[src/rtl/mem_sweep_sched_if.sv]
// Host / sweep-control / memory-port bundle for mem_sweep_sched.
// Pure wiring, no latency.
// Host stalls through h_ready; the memory port has no backpressure.
interface mem_sweep_sched_if #(
    parameter int ADDR_WIDTH = 8
);
    logic                  h_en;
    logic [3:0]            h_we;
    logic [ADDR_WIDTH-1:0] h_addr;
    logic [31:0]           h_din;
    logic                  h_ready;
    logic                  h_dvalid;
    logic [31:0]           h_dout;

    logic                  sw_start;
    logic                  sw_abort;
    logic [ADDR_WIDTH-1:0] sw_first;
    logic [ADDR_WIDTH-1:0] sw_last;
    logic [31:0]           sw_set;
    logic [31:0]           sw_clr;
    logic                  sw_busy;
    logic                  sw_done;
    logic [ADDR_WIDTH:0]   sw_count;

    logic                  m_en;
    logic [3:0]            m_we;
    logic [ADDR_WIDTH-1:0] m_addr;
    logic [31:0]           m_din;
    logic [31:0]           m_dout;

    // Scheduler side
    modport slave (
        input  h_en, h_we, h_addr, h_din,
        output h_ready, h_dvalid, h_dout,
        input  sw_start, sw_abort, sw_first, sw_last, sw_set, sw_clr,
        output sw_busy, sw_done, sw_count,
        output m_en, m_we, m_addr, m_din,
        input  m_dout
    );

    // Host / controller / memory side
    modport master (
        output h_en, h_we, h_addr, h_din,
        input  h_ready, h_dvalid, h_dout,
        output sw_start, sw_abort, sw_first, sw_last, sw_set, sw_clr,
        input  sw_busy, sw_done, sw_count,
        input  m_en, m_we, m_addr, m_din,
        output m_dout
    );
endinterface

[src/rtl/mem_sweep_sched.sv]
// Shares one single-port word RAM between the host path and a read-modify-write sweep engine.
// Grant is combinational (no added latency); host read data returns one cycle after grant.
// Host is held off via h_ready on contention (round-robin) and on a write hazard to the sweep word.
module mem_sweep_sched #(
    parameter int ADDR_WIDTH = 8
) (
    input  logic             clk,
    input  logic             reset,
    mem_sweep_sched_if.slave bus
);
    typedef enum logic [2:0] {S_IDLE, S_RD, S_WAIT, S_WR, S_DONE} state_t;

    state_t                state_q, state_d;
    logic [ADDR_WIDTH-1:0] ptr_q, ptr_d;
    logic [ADDR_WIDTH-1:0] last_q, last_d;
    logic [31:0]           set_q, set_d;
    logic [31:0]           clr_q, clr_d;
    logic [31:0]           word_q, word_d;
    logic [ADDR_WIDTH:0]   cnt_q, cnt_d;
    logic                  abort_q, abort_d;
    logic                  rr_q, rr_d;      // 0: host wins next contention
    logic                  hdv_q, hdv_d;

    logic sw_req, hazard, h_req, gnt_h, gnt_s;

    // Arbitration: round-robin between host and sweep, host writes to the in-flight word held off
    always_comb begin
        sw_req = (state_q == S_RD) || (state_q == S_WR);
        hazard = ((state_q == S_WAIT) || (state_q == S_WR)) &&
                 (bus.h_we != 4'h0) && (bus.h_addr == ptr_q);
        h_req  = bus.h_en && !hazard;
        gnt_h  = h_req && (!sw_req || !rr_q);
        gnt_s  = sw_req && (!h_req || rr_q);
        rr_d   = (h_req && sw_req) ? !rr_q : rr_q;
        hdv_d  = gnt_h && (bus.h_we == 4'h0);
    end

    // Memory port mux and status outputs
    always_comb begin
        bus.m_en     = gnt_h || gnt_s;
        bus.m_we     = 4'h0;
        bus.m_addr   = '0;
        bus.m_din    = 32'h0;
        if (gnt_h) begin
            bus.m_we   = bus.h_we;
            bus.m_addr = bus.h_addr;
            bus.m_din  = bus.h_din;
        end else if (gnt_s) begin
            bus.m_we   = (state_q == S_WR) ? 4'hF : 4'h0;
            bus.m_addr = ptr_q;
            bus.m_din  = word_q;
        end
        bus.h_ready  = gnt_h;
        bus.h_dvalid = hdv_q;
        bus.h_dout   = bus.m_dout;
        bus.sw_busy  = (state_q != S_IDLE);
        bus.sw_done  = (state_q == S_DONE);
        bus.sw_count = cnt_q;
    end

    // Sweep engine next state: read word, merge set/clear, write back, advance
    always_comb begin
        state_d = state_q;
        ptr_d   = ptr_q;
        last_d  = last_q;
        set_d   = set_q;
        clr_d   = clr_q;
        word_d  = word_q;
        cnt_d   = cnt_q;
        abort_d = abort_q || bus.sw_abort;
        case (state_q)
            S_IDLE: begin
                abort_d = 1'b0;
                if (bus.sw_start) begin
                    ptr_d   = bus.sw_first;
                    last_d  = bus.sw_last;
                    set_d   = bus.sw_set;
                    clr_d   = bus.sw_clr;
                    cnt_d   = '0;
                    abort_d = bus.sw_abort;
                    state_d = S_RD;
                end
            end
            S_RD: begin
                if (gnt_s) state_d = S_WAIT;
            end
            S_WAIT: begin
                word_d  = (bus.m_dout & ~clr_q) | set_q;
                state_d = S_WR;
            end
            S_WR: begin
                if (gnt_s) begin
                    cnt_d = cnt_q + {{ADDR_WIDTH{1'b0}}, 1'b1};
                    if ((ptr_q == last_q) || abort_q) begin
                        state_d = S_DONE;
                    end else begin
                        ptr_d   = ptr_q + {{(ADDR_WIDTH-1){1'b0}}, 1'b1};
                        state_d = S_RD;
                    end
                end
            end
            S_DONE: begin
                state_d = S_IDLE;
            end
            default: state_d = S_IDLE;
        endcase
    end

    // State registers
    always_ff @(posedge clk or posedge reset) begin
        if (reset) begin
            state_q <= S_IDLE;
            ptr_q   <= '0;
            last_q  <= '0;
            set_q   <= 32'h0;
            clr_q   <= 32'h0;
            word_q  <= 32'h0;
            cnt_q   <= '0;
            abort_q <= 1'b0;
            rr_q    <= 1'b0;
            hdv_q   <= 1'b0;
        end else begin
            state_q <= state_d;
            ptr_q   <= ptr_d;
            last_q  <= last_d;
            set_q   <= set_d;
            clr_q   <= clr_d;
            word_q  <= word_d;
            cnt_q   <= cnt_d;
            abort_q <= abort_d;
            rr_q    <= rr_d;
            hdv_q   <= hdv_d;
        end
    end
endmodule

[src/flat_wrapper.sv]
// flat-port wrapper written by rule: the top's interface ports become plain ports
module mem_sweep_sched_flat 
#(
    parameter int ADDR_WIDTH = 8
)
  (clk, reset, bus_h_en, bus_h_we, bus_h_addr, bus_h_din, bus_h_ready, bus_h_dvalid, bus_h_dout, bus_sw_start, bus_sw_abort, bus_sw_first, bus_sw_last, bus_sw_set, bus_sw_clr, bus_sw_busy, bus_sw_done, bus_sw_count, bus_m_en, bus_m_we, bus_m_addr, bus_m_din, bus_m_dout);
  mem_sweep_sched_if #(.ADDR_WIDTH(ADDR_WIDTH)) bus_i ();
  input  logic clk;
  input  logic reset;
  input wire logic [$bits(bus_i.h_en)-1:0] bus_h_en;
  input wire logic [$bits(bus_i.h_we)-1:0] bus_h_we;
  input wire logic [$bits(bus_i.h_addr)-1:0] bus_h_addr;
  input wire logic [$bits(bus_i.h_din)-1:0] bus_h_din;
  output wire logic [$bits(bus_i.h_ready)-1:0] bus_h_ready;
  output wire logic [$bits(bus_i.h_dvalid)-1:0] bus_h_dvalid;
  output wire logic [$bits(bus_i.h_dout)-1:0] bus_h_dout;
  input wire logic [$bits(bus_i.sw_start)-1:0] bus_sw_start;
  input wire logic [$bits(bus_i.sw_abort)-1:0] bus_sw_abort;
  input wire logic [$bits(bus_i.sw_first)-1:0] bus_sw_first;
  input wire logic [$bits(bus_i.sw_last)-1:0] bus_sw_last;
  input wire logic [$bits(bus_i.sw_set)-1:0] bus_sw_set;
  input wire logic [$bits(bus_i.sw_clr)-1:0] bus_sw_clr;
  output wire logic [$bits(bus_i.sw_busy)-1:0] bus_sw_busy;
  output wire logic [$bits(bus_i.sw_done)-1:0] bus_sw_done;
  output wire logic [$bits(bus_i.sw_count)-1:0] bus_sw_count;
  output wire logic [$bits(bus_i.m_en)-1:0] bus_m_en;
  output wire logic [$bits(bus_i.m_we)-1:0] bus_m_we;
  output wire logic [$bits(bus_i.m_addr)-1:0] bus_m_addr;
  output wire logic [$bits(bus_i.m_din)-1:0] bus_m_din;
  input wire logic [$bits(bus_i.m_dout)-1:0] bus_m_dout;
  assign bus_i.h_en = bus_h_en;
  assign bus_i.h_we = bus_h_we;
  assign bus_i.h_addr = bus_h_addr;
  assign bus_i.h_din = bus_h_din;
  assign bus_h_ready = bus_i.h_ready;
  assign bus_h_dvalid = bus_i.h_dvalid;
  assign bus_h_dout = bus_i.h_dout;
  assign bus_i.sw_start = bus_sw_start;
  assign bus_i.sw_abort = bus_sw_abort;
  assign bus_i.sw_first = bus_sw_first;
  assign bus_i.sw_last = bus_sw_last;
  assign bus_i.sw_set = bus_sw_set;
  assign bus_i.sw_clr = bus_sw_clr;
  assign bus_sw_busy = bus_i.sw_busy;
  assign bus_sw_done = bus_i.sw_done;
  assign bus_sw_count = bus_i.sw_count;
  assign bus_m_en = bus_i.m_en;
  assign bus_m_we = bus_i.m_we;
  assign bus_m_addr = bus_i.m_addr;
  assign bus_m_din = bus_i.m_din;
  assign bus_i.m_dout = bus_m_dout;
  mem_sweep_sched #(.ADDR_WIDTH(ADDR_WIDTH)) u_core (.clk(clk), .reset(reset), .bus(bus_i));
endmodule
[config.mk]
export PLATFORM = sky130hd
export DESIGN_NAME = mem_sweep_sched_flat
export DESIGN_NICKNAME = d
export VERILOG_FILES = /design/src/rtl/mem_sweep_sched_if.sv /design/src/rtl/mem_sweep_sched.sv /design/src/flat_wrapper.sv
export SDC_FILE = /design/constraint.sdc
export NUM_CORES = 1
export LEC_CHECK = 0
export CAP_MARGIN = 30
export CORE_MARGIN = 2
export CORE_UTILIZATION = 40
export DETAILED_ROUTE_END_ITERATION = 6
export PLACE_DENSITY_LB_ADDON = 0.15
export REMOVE_ABC_BUFFERS = 1
export SYNTH_ARGS = -nofsm -noshare
export SYNTH_HDL_FRONTEND = slang
export SYNTH_SLANG_ARGS = --single-unit
[constraint.sdc]
create_clock -name clk -period 4.3 [get_ports clk]
set_input_delay 0.86 -clock clk [delete_from_list [all_inputs] [get_ports clk]]
set_output_delay 0.86 -clock clk [all_outputs]
set_load 0.05 [all_outputs]
Word-level counts from Yosys, hierarchy flattened
Cells that the tools add are included.
{"block": "word_totals", "wordCells": 73, "ff_bits": 127, "input_bits": 161, "out_inout_bits": 90}
{"block": "op_classes", "n_mux": 21, "eq_ne": 10, "bitwise_logic": 3, "addsub": 2, "n_reduce_logical": 27}
{"operator": "32-bit two-way mux", "n": 2}
{"operator": "8-bit two-way mux", "n": 5}
{"operator": "32-bit AND", "n": 1}
{"operator": "32-bit inverter", "n": 1}
{"operator": "32-bit OR", "n": 1}
{"operator": "9-bit two-way mux", "n": 2}
{"operator": "9-bit one-hot mux with 2 select lines", "n": 1}
{"operator": "8-bit == test", "n": 2}
{"operator": "8-bit one-hot mux with 2 select lines", "n": 1}
{"operator": "3-bit two-way mux", "n": 4}
{"operator": "4-bit two-way mux", "n": 3}
{"operator": "3-bit one-hot mux with 4 select lines", "n": 1}
{"operator": "9-bit by 1-bit adder with 9-bit output (second input constant)", "n": 1}
{"operator": "8-bit by 1-bit adder with 8-bit output (second input constant)", "n": 1}
{"operator": "1-bit logical AND", "n": 7}
{"operator": "1-bit logical OR", "n": 7}
{"operator": "3-bit by 2-bit == test with 1-bit output (second input constant)", "n": 2}
{"operator": "3-bit AND reduction", "n": 2}
{"operator": "1-bit zero test", "n": 4}
{"operator": "4-bit zero test", "n": 1}
{"operator": "2-bit by 1-bit inequality test with 1-bit output (second input constant)", "n": 2}
{"operator": "2-bit inequality test (second input constant)", "n": 2}
{"operator": "4-bit AND reduction", "n": 1}
{"operator": "4-bit nonzero test", "n": 1}
{"operator": "other kinds (7)", "n": 8}

Logic depth before layout (Yosys ltp)
Gate-level depths: netlist of run 1.
{"block": "logic_depth", "word_depth": 11, "ltp_mapped": 7, "depth_no_buf": 6}

Worst setup path after synthesis of run 1
OpenSTA, ideal clock, no wires.
{"block": "synth_timing", "path_kind": "input-to-output", "startpoint": "in bus_h_we[1]", "endpoint": "out bus_m_din[27]", "setup_slack_ns": 0.992, "arrival_time_ns": 2.448, "n_path_buf": 1, "stages": 6, "path_cell_list": "nor4_1 > or2_4 > o31ai_2 > a31oi_4 > buf_6 > a22o_1"}
{"block": "synth_between", "word_cells_on_any_way": 11}
{"item": "start, declared", "line_no": "flat_wrapper.sv:11", "rtl": "input wire logic [$bits(bus_i.h_we)-1:0] bus_h_we;"}
{"item": "4-bit nonzero test", "line_no": "mem_sweep_sched.sv:30", "rtl": "(bus.h_we != 4'h0) && (bus.h_addr == ptr_q);"}
{"item": "1-bit logical AND", "line_no": "mem_sweep_sched.sv:29", "rtl": "hazard = ((state_q == S_WAIT) || (state_q == S_WR)) &&"}
{"item": "1-bit logical AND", "line_no": "mem_sweep_sched.sv:30"}
{"item": "1-bit zero test", "line_no": "mem_sweep_sched.sv:31", "rtl": "h_req = bus.h_en && !hazard;"}
{"item": "1-bit logical AND", "line_no": "mem_sweep_sched.sv:31"}
{"item": "1-bit logical AND", "line_no": "mem_sweep_sched.sv:32", "rtl": "gnt_h = h_req && (!sw_req || !rr_q);"}
{"item": "named net bus_h_ready", "line_no": "flat_wrapper.sv:14", "rtl": "output wire logic [$bits(bus_i.h_ready)-1:0] bus_h_ready;"}
{"item": "32-bit two-way mux", "line_no": "mem_sweep_sched.sv:44", "rtl": "if (gnt_h) begin"}
{"item": "end, declared", "line_no": "flat_wrapper.sv:29", "rtl": "output wire logic [$bits(bus_i.m_din)-1:0] bus_m_din;"}
The timed path passes the listed nets, and every way through them passes these cells.

Worst setup path in the final report of run 1
{"block": "layout_timing", "startpoint": "in bus_h_addr[0]", "endpoint": "out bus_m_en"}
{"block": "layout_between", "elab_chain_cells": 8, "word_cells_on_any_way": 9}
{"item": "start, declared", "line_no": "flat_wrapper.sv:12", "rtl": "input wire logic [$bits(bus_i.h_addr)-1:0] bus_h_addr;"}
{"item": "8-bit == test (*)", "line_no": "mem_sweep_sched.sv:30"}
{"item": "1-bit logical AND (*)", "line_no": "mem_sweep_sched.sv:30"}
{"item": "1-bit zero test (*)", "line_no": "mem_sweep_sched.sv:31"}
{"item": "1-bit logical AND (*)", "line_no": "mem_sweep_sched.sv:31"}
{"item": "1-bit zero test", "line_no": "mem_sweep_sched.sv:33", "rtl": "gnt_s = sw_req && (!h_req || rr_q);"}
{"item": "1-bit logical OR", "line_no": "mem_sweep_sched.sv:33"}
{"item": "1-bit logical AND", "line_no": "mem_sweep_sched.sv:33"}
{"item": "1-bit logical OR (*)", "line_no": "mem_sweep_sched.sv:40", "rtl": "bus.m_en = gnt_h || gnt_s;"}
{"item": "end, declared", "line_no": "flat_wrapper.sv:26", "rtl": "output wire logic [$bits(bus_i.m_en)-1:0] bus_m_en;"}
Every way passes the cells marked *; elsewhere a longest branch is shown, timed or not.

==> results.sh, run 1 <==
export IMPL_hold_slack_ps=475
export IMPL_track_usage=0.229
export IMPL_fin_cells=1147
export IMPL_synth_seq_cells=127
export IMPL_asyncSetResetFlopFracSynth=1.00
export IMPL_syn_cell_area_sq_mm=0.00643
export IMPL_synth_compound_area_frac=0.208
export IMPL_slew_headroom=0.522
export IMPL_viasPerCell=5.09
export IMPL_cts_sinks=127
export IMPL_p_sw_frac=0.429
export IMPL_fmax_mhz=254
export IMPL_insertedDiodeCount=0
export IMPL_holdCritPathClass="reg2reg"
export IMPL_placement_rows=46
export IMPL_clock_path_buffers=2
export IMPL_cts_resized=0
export IMPL_synth_cell_type_count=62
export IMPL_ys_flop_type="dfrtp_1"
export IMPL_routabilityCongestion=0.827
export IMPL_drt_iter0_markers=443
export IMPL_cp_required_ps=3440
export IMPL_grt_max_degree=107
export IMPL_first_pass_iters=5
export IMPL_ys_warn_count=0
export IMPL_layout_min_cycle_time_ps=3940
export IMPL_cap_violations=0
export IMPL_avgSynthCellArea_sq_um=8.99
export IMPL_grt_pass1_wl_microns=30100
export IMPL_final_cell_area_sq_mm=0.00993
export IMPL_io_pins=251
export IMPL_power_density_mw_per_mm2=791
export IMPL_place_inst=1115
export IMPL_ys_seq_area_frac=0.494
export IMPL_synth_simple_gate_area_share=0.174
export IMPL_fin_crit_sh=0.915
export IMPL_synth_top_family_by_area="compound AO/OA/AOI/OAI gates"
export IMPL_drcViolationCount=0
export IMPL_dp_hpwl_microns=13500
export IMPL_drive_gt1_frac=0.117
export IMPL_syn_to_final_growth_pct=54.4
export IMPL_synth_mux_area_frac=0.00389
export IMPL_grt_overflow=0
export IMPL_combPwrFrac=0.541
export IMPL_cts_buffers=17
export IMPL_final_nets=1081
export IMPL_clk_latency_ps=420
export IMPL_wl_per_cell_microns=16.5
export IMPL_ctsHoldBuffers=0
export IMPL_antenna_found_initial=0
export IMPL_seqPwrFrac=0.273
export IMPL_slowest_stage="clkdlybuf4s50_1"
export IMPL_power_frac_clock=0.186
export IMPL_die_h_microns=131
export IMPL_portBuffers=250
export IMPL_total_power_mw=7.86
export IMPL_hold_viol=0
export IMPL_synth_edf_count=0
export IMPL_synthAdderAreaFrac=0.00389
export IMPL_rsz0062_at_grt="no"
export IMPL_cp_cell_sequence="clkdlybuf4s50_1 -> xnor2_1 -> nand4_2 -> o31ai_2 -> nand2_1 -> clkdlybuf4s50_1"
export IMPL_drt_wl_total_microns=18900
export IMPL_cp_max_fo=4
export IMPL_core_region_area_sq_mm=0.0158
export IMPL_critPathLaunchType="input pin"
export IMPL_fill_cells=1315
export IMPL_clkTransAtPathRegs_ps=50
export IMPL_postSynthCellCount=716
export IMPL_die_w_microns=131
export IMPL_post_dp_cell_area_sq_mm=0.00933
export IMPL_worstSetupPathType="in2out"
export IMPL_p_switching_mw=3.37
export IMPL_start_util=0.407
export IMPL_cts_root_buf="clkbuf_16"
export IMPL_vias=5842
export IMPL_critPathCaptureType="primary output"
export IMPL_cts_tree="built"
export IMPL_dieArea_sq_mm=0.0171
export IMPL_critical_path_max_stage_delay_ps=720
export IMPL_worstPathArrival_ps=3080
export IMPL_power_leakage_nw=4.39
export IMPL_intPower_mw=4.49
export IMPL_tightest_slew_ps=717
export IMPL_h_tree_depth=4
export IMPL_grt_pass1_vias=6062
export IMPL_ir_worst_vdd_uv=427
export IMPL_setup_viol=0
export IMPL_finalMaxSlewViolations=0
export IMPL_synth_xor_area_frac=0.0245
export IMPL_cp_common_cell="clkdlybuf4s50_1"
export IMPL_post_cts_buffers=0
export IMPL_status="finished clean"
export IMPL_final_core_util=0.628
export IMPL_ant_nets=0
export IMPL_finClkSkew_ps=6.87
-- flip-flops by register name, summed over array words and instances, names as in the netlist --
| name | cells |
|---|---|
| u_core.last_q | 8 |
| u_core.bus.h_dvalid | 1 |
| u_core.bus.sw_count | 9 |
| u_core.set_q | 32 |
| u_core.state_q | 3 |
| u_core.word_q | 32 |
| u_core.rr_q | 1 |
| u_core.ptr_q | 8 |
| u_core.abort_q | 1 |
| u_core.clr_q | 32 |
-- worst paths after layout --
path                       cells past startpoint         startpoint                     end  slack [ps]
setup / recovery                               6      bus_h_addr[0]                bus_m_en         360
hold / removal                                 2    u_core.set_q[1]         u_core.set_q[1]         480
setup reg to reg                               5  u_core.state_q[0]  u_core.bus.sw_count[0]        1870
hold reg to reg                                2    u_core.set_q[1]         u_core.set_q[1]         480
max in group asynchronous                      3              reset        u_core.set_q[31]        2610
min in group asynchronous                      2              reset       u_core.word_q[22]         880
-- layout make-up --
type / instances / area, sq um / area share
clock buffer: 18 / 439 / 0.0442
clock inverter: 14 / 165 / 0.0166
sequential: 127 / 3180 / 0.320
timing repair buffer: 259 / 3060 / 0.308
tap: 216 / 270 / 0.0272
multi-input combinational: 477 / 2690 / 0.270
inverter: 36 / 138 / 0.0139
-- per-stage QoR --
stage	setup WS, ps	TNS [ps]
2_1_floorplan	-2020	-85330
3_3_place_gp	369	0
3_5_place_dp	332	0
4_1_cts	333	0
5_1_grt	244	0
6_report	365	0
-- routing by layer --
| layer | GRT usage | part of all wire | vias up |
|---|---|---|---|
| li1 | - | - | 2810 |
| met1 | 0.285 | 0.41 | 2745 |
| met2 | 0.382 | 0.49 | 253 |
| met3 | 0.0594 | 0.072 | 34 |
| met4 | 0.0895 | 0.023 | 0 |
| met5 | 0 | 0 | - |
-- synth_stat cells (all sizes together), types with 2 or more instances --
cell    instances  area share
nand2         168       0.099
buf            51       0.056
nor3            4      0.0031
dfrtp         127        0.49
nor4            3      0.0029
inv            36       0.021
and3            6      0.0058
a21oi          75       0.060
a311oi          2      0.0027
xor2            9       0.012
a22o           43       0.059
or3             3      0.0029
a31oi           8       0.010
o21ai          40       0.032
o22a            3      0.0041
nand3b          2      0.0023
and4            3      0.0041
nor2           50       0.030
ha              2      0.0039
a211oi          3      0.0051
clkbuf         25       0.015
a21o            5      0.0058
a31o            2      0.0027
and2            2      0.0023
xnor2           9       0.012
o31ai           4      0.0062
nand3           7      0.0054
nand2b          2      0.0031
nand4           2      0.0039
a211o           2      0.0027
-- cells in the final DEF (no fill, tap or decap), types with 3 or more instances in the layout --
| cell type | instances |
|---|---|
| a21oi_1 | 74 |
| a21o_1 | 5 |
| clkdlybuf4s50_1 | 205 |
| a22o_1 | 43 |
| and4_1 | 3 |
| xor2_1 | 9 |
| nor4_1 | 3 |
| xnor2_1 | 9 |
| o22a_1 | 3 |
| buf_12 | 48 |
| and3_1 | 6 |
| a31oi_1 | 7 |
| inv_1 | 35 |
| bufinv_16 | 3 |
| or3_1 | 3 |
| clkinvlp_4 | 5 |
| clkinv_2 | 4 |
| o21ai_0 | 39 |
| nor2_1 | 47 |
| buf_4 | 6 |
| nand2_1 | 167 |
| clkbuf_16 | 17 |
| nor3_1 | 4 |
| nand3_1 | 7 |
| dfrtp_1 | 127 |
-- worst max-delay path: cells and delay by family --
kind,cells,cell delay (ps)
AO/OA/AOI/OAI,1,480
XOR/XNOR,1,160
AND/OR/NAND/NOR,2,330
buffers and inverters,2,1230
-- power by group through the flow --
stage / Combinational, mW / Clock [mW] / Sequential (mW)
final: 4.25 / 1.46 / 2.15
after global routing: 4.57 / 1.54 / 2.22
after CTS: 4.29 / 1.49 / 2.15
after detailed placement: 4.27 / 0 / 2.16
after global placement: 4.17 / 0 / 2.13
after floorplan: 2.41 / 0 / 2.09
-- logic make-up (layout without fill, tap and decap cells) --
group                    Yosys count  in the layout
AO/OA/AOI/OAI                    197            197
multiplexers                       2              2
AND/OR/NAND/NOR                  258            258
XOR/XNOR                          18             18
adder cells (fa/ha/maj)            2              2
flip-flops                       127            127
buffers and inverters            112            327
Note: power is estimated with default switching activity, not from simulation.
==> inputs of run 2 (changes only) <==
Settings changed: ABC_AREA set to 1, SKIP_CTS_REPAIR_TIMING set to 1.
==> run 2 against run 1 <==
Compared with the run above: sequential power down 6%; first-iteration DRC count down 4.5%; fmax up 0.16%; die area up 2.4%; register-to-register slack better by 340 ps; hold slack worse by 11 ps; highest routed layer unchanged.
==> results.sh, run 2 <==
export IMPL_r2r_end="u_core.bus.sw_count[2]"
export IMPL_cts_sinks=127
export IMPL_start_util=0.412
export IMPL_viasPerCell=4.64
export IMPL_worstHoldPathCells=2
export IMPL_holdCritPathClass="reg2reg"
export IMPL_hp_start="u_core.clr_q[2]"
export IMPL_final_nets=1252
export IMPL_drive_gt1_frac=0.0944
export IMPL_regArea_sq_mm=0.00318
export IMPL_synth_seq_cells=127
export IMPL_synth_common_cells="335 x nand2_1, 127 x dfrtp_1, 107 x inv_1, 102 x o21ai_0, 33 x buf_4"
export IMPL_fmax_mhz=255
export IMPL_top_regs="u_core.clr_q: 32 flops, u_core.set_q: 32 flops, u_core.word_q: 32 flops"
export IMPL_status="finished clean"
export IMPL_hold_viol=0
export IMPL_power_density_mw_per_mm2=712
export IMPL_min_to="u_core.clr_q[2]"
export IMPL_synth_edf_count=0
export IMPL_slew_headroom=0.534
export IMPL_placement_rows=46
export IMPL_drcViolationCount=0
export IMPL_dieArea_sq_mm=0.0175
export IMPL_fin_setup_tns_ps=0
export IMPL_portBuffers=250
export IMPL_syn_to_final_growth_pct=52.5
export IMPL_ir_worst_vdd_uv=322
export IMPL_cp_max_fo=27
export IMPL_reg2regPathDepth=10
export IMPL_vias=6114
export IMPL_core_region_area_sq_mm=0.0160
export IMPL_r2r_slack_ps=2210
export IMPL_finClkSkew_ps=7.85
export IMPL_synthTopCellsByArea="dfrtp_1 48%, nand2_1 19%, o21ai_0 7.7%"
export IMPL_power_leakage_nw=4.81
export IMPL_drt_iter0_markers=423
export IMPL_fin_ws_ps=371
export IMPL_layout_common_cells="335 x nand2_1, 204 x clkdlybuf4s50_1, 127 x dfrtp_1"
export IMPL_preCtsSetupSlack_ps=380
export IMPL_ys_seq_area_frac=0.482
export IMPL_avgSynthCellArea_sq_um=7.49
export IMPL_insertedDiodeCount=0
export IMPL_track_usage=0.216
export IMPL_postSynthCellCount=880
export IMPL_ys_warn_count=0
export IMPL_syn_cell_area_sq_mm=0.00659
export IMPL_fin_crit_sh=0.914
export IMPL_die_h_microns=132
export IMPL_yosys_area_top_type="dfrtp_1"
export IMPL_final_common_cell="nand2_1"
export IMPL_total_power_mw=7.16
export IMPL_first_pass_iters=4
export IMPL_synth_cell_type_count=33
export IMPL_clock_path_buffers=2
export IMPL_grt_pass1_wl_microns=30200
export IMPL_yosysMostFrequentCell="nand2_1"
export IMPL_drt_wl_total_microns=18200
export IMPL_critPathCaptureType="primary output"
export IMPL_layout_min_cycle_time_ps=3930
export IMPL_timing_rr_start="u_core.ptr_q[7]"
export IMPL_clkTransAtPathRegs_ps=60
export IMPL_fill_cells=1492
export IMPL_tightest_slew_ps=695
export IMPL_finalMaxSlewViolations=0
export IMPL_synth_top_cell_area_share=0.482
export IMPL_routabilityCongestion=0.776
export IMPL_grt_pass1_vias=6117
export IMPL_antenna_found_initial=0
export IMPL_die_w_microns=132
export IMPL_wl_per_cell_microns=13.8
export IMPL_worstSetupPathType="in2out"
export IMPL_post_dp_cell_area_sq_mm=0.00947
export IMPL_setup_viol=0
export IMPL_clk_latency_ps=420
export IMPL_ant_nets=0
export IMPL_ys_flop_type="dfrtp_1"
export IMPL_cts_buffers=17
export IMPL_io_pins=251
export IMPL_grt_overflow=0
export IMPL_cap_violations=0
export IMPL_dp_hpwl_microns=13000
export IMPL_cp_required_ps=3440
export IMPL_cts_tree="built"
export IMPL_cts_root_buf="clkbuf_16"
export IMPL_asyncSetResetFlopFracSynth=1.00
export IMPL_worstPathArrival_ps=3070
export IMPL_grt_max_degree=121
export IMPL_h_tree_depth=4
export IMPL_critPathLaunchType="input pin"
export IMPL_rsz0062_at_grt="no"
export IMPL_final_cell_area_sq_mm=0.0100
export IMPL_multiInputGateArea_sq_mm=0.00255
-- run 2: cell types whose count changed after synthesis, moves of 6 or more --
cell / delta
a21oi_1: -59
a22o_1: -42
and3_1: -6
clkbuf_1: -12
inv_1: +71
nand2_1: +168
nand3_1: +24
nand4_1: +13
nor2_1: -30
o21ai_0: +63
o21ai_1: +26
xnor2_1: -7
-- run 2: logic make-up (layout without fill, tap and decap cells) --
kind of cell    after synthesis  after routing  share of synthesized area
fa+ha+maj                     2              2                    0.00380
xor+xnor                      6              6                    0.00797
compound gates              147            147                      0.113
simple gates                417            417                      0.261
buf+inv                     181            403                      0.132
flops                       127            127                      0.482
-- run 2: worst max path at each step --
stage	startpoint	endpoint	slack, ps	cells after the start
finish	bus_h_addr[6]	bus_m_addr[7]	370	10
global route	bus_h_addr[7]	bus_m_addr[7]	200	10
global placement	bus_h_addr[7]	bus_m_addr[7]	410	10
detailed placement	bus_h_addr[7]	bus_m_addr[7]	380	10
floorplan	u_core.state_q[0]	u_core.bus.sw_count[0]	-250	8
CTS	bus_h_addr[7]	bus_m_addr[7]	360	10
-- run 2: final cells by class --
cell class / count / area share
Sequential cell: 127 / 0.316
Clock inverter: 13 / 0.0139
Multi-Input combinational cell: 572 / 0.254
Tap cell: 216 / 0.0269
Inverter: 114 / 0.0431
Clock buffer: 19 / 0.0441
Timing Repair Buffer: 257 / 0.302
-- run 2: metrics by stage --
| step | hold slack (ps) | utilization | instances |
|---|---|---|---|
| 2_1_floorplan | 437 | - | 813 |
| 3_3_place_gp | 449 | 0.590 | 1285 |
| 3_5_place_dp | 453 | 0.592 | 1286 |
| 4_1_cts | 468 | 0.628 | 1318 |
| 5_1_grt | 489 | 0.628 | 1318 |
| 6_report | 465 | 0.628 | 1318 |
-- run 2: routing by layer --
layer,vias up,part of all wire,GRT usage
met3,13,0.051,0.0592
li1,3146,-,-
met4,0,0.010,0.0568
met2,144,0.52,0.376
met5,-,0,0
met1,2811,0.41,0.264
-- run 2: power breakdown --
part	total, mW	internal [mW]	switching (mW)
logic	3.71	1.46	2.25
clock network	1.41	0.868	0.546
registers	2.03	1.75	0.278
total	7.16	4.08	3.08
-- run 2: worst max-delay path, stage by stage --
cell and delay [ps]:
clkdlybuf4s50_1 500, nand2_1 60, nand2_1 70, nand2_1 50, nor2_1 250, nand3_2 190, nand3_4 230, nand2_4 270
o21ai_0 390, buf_12 190
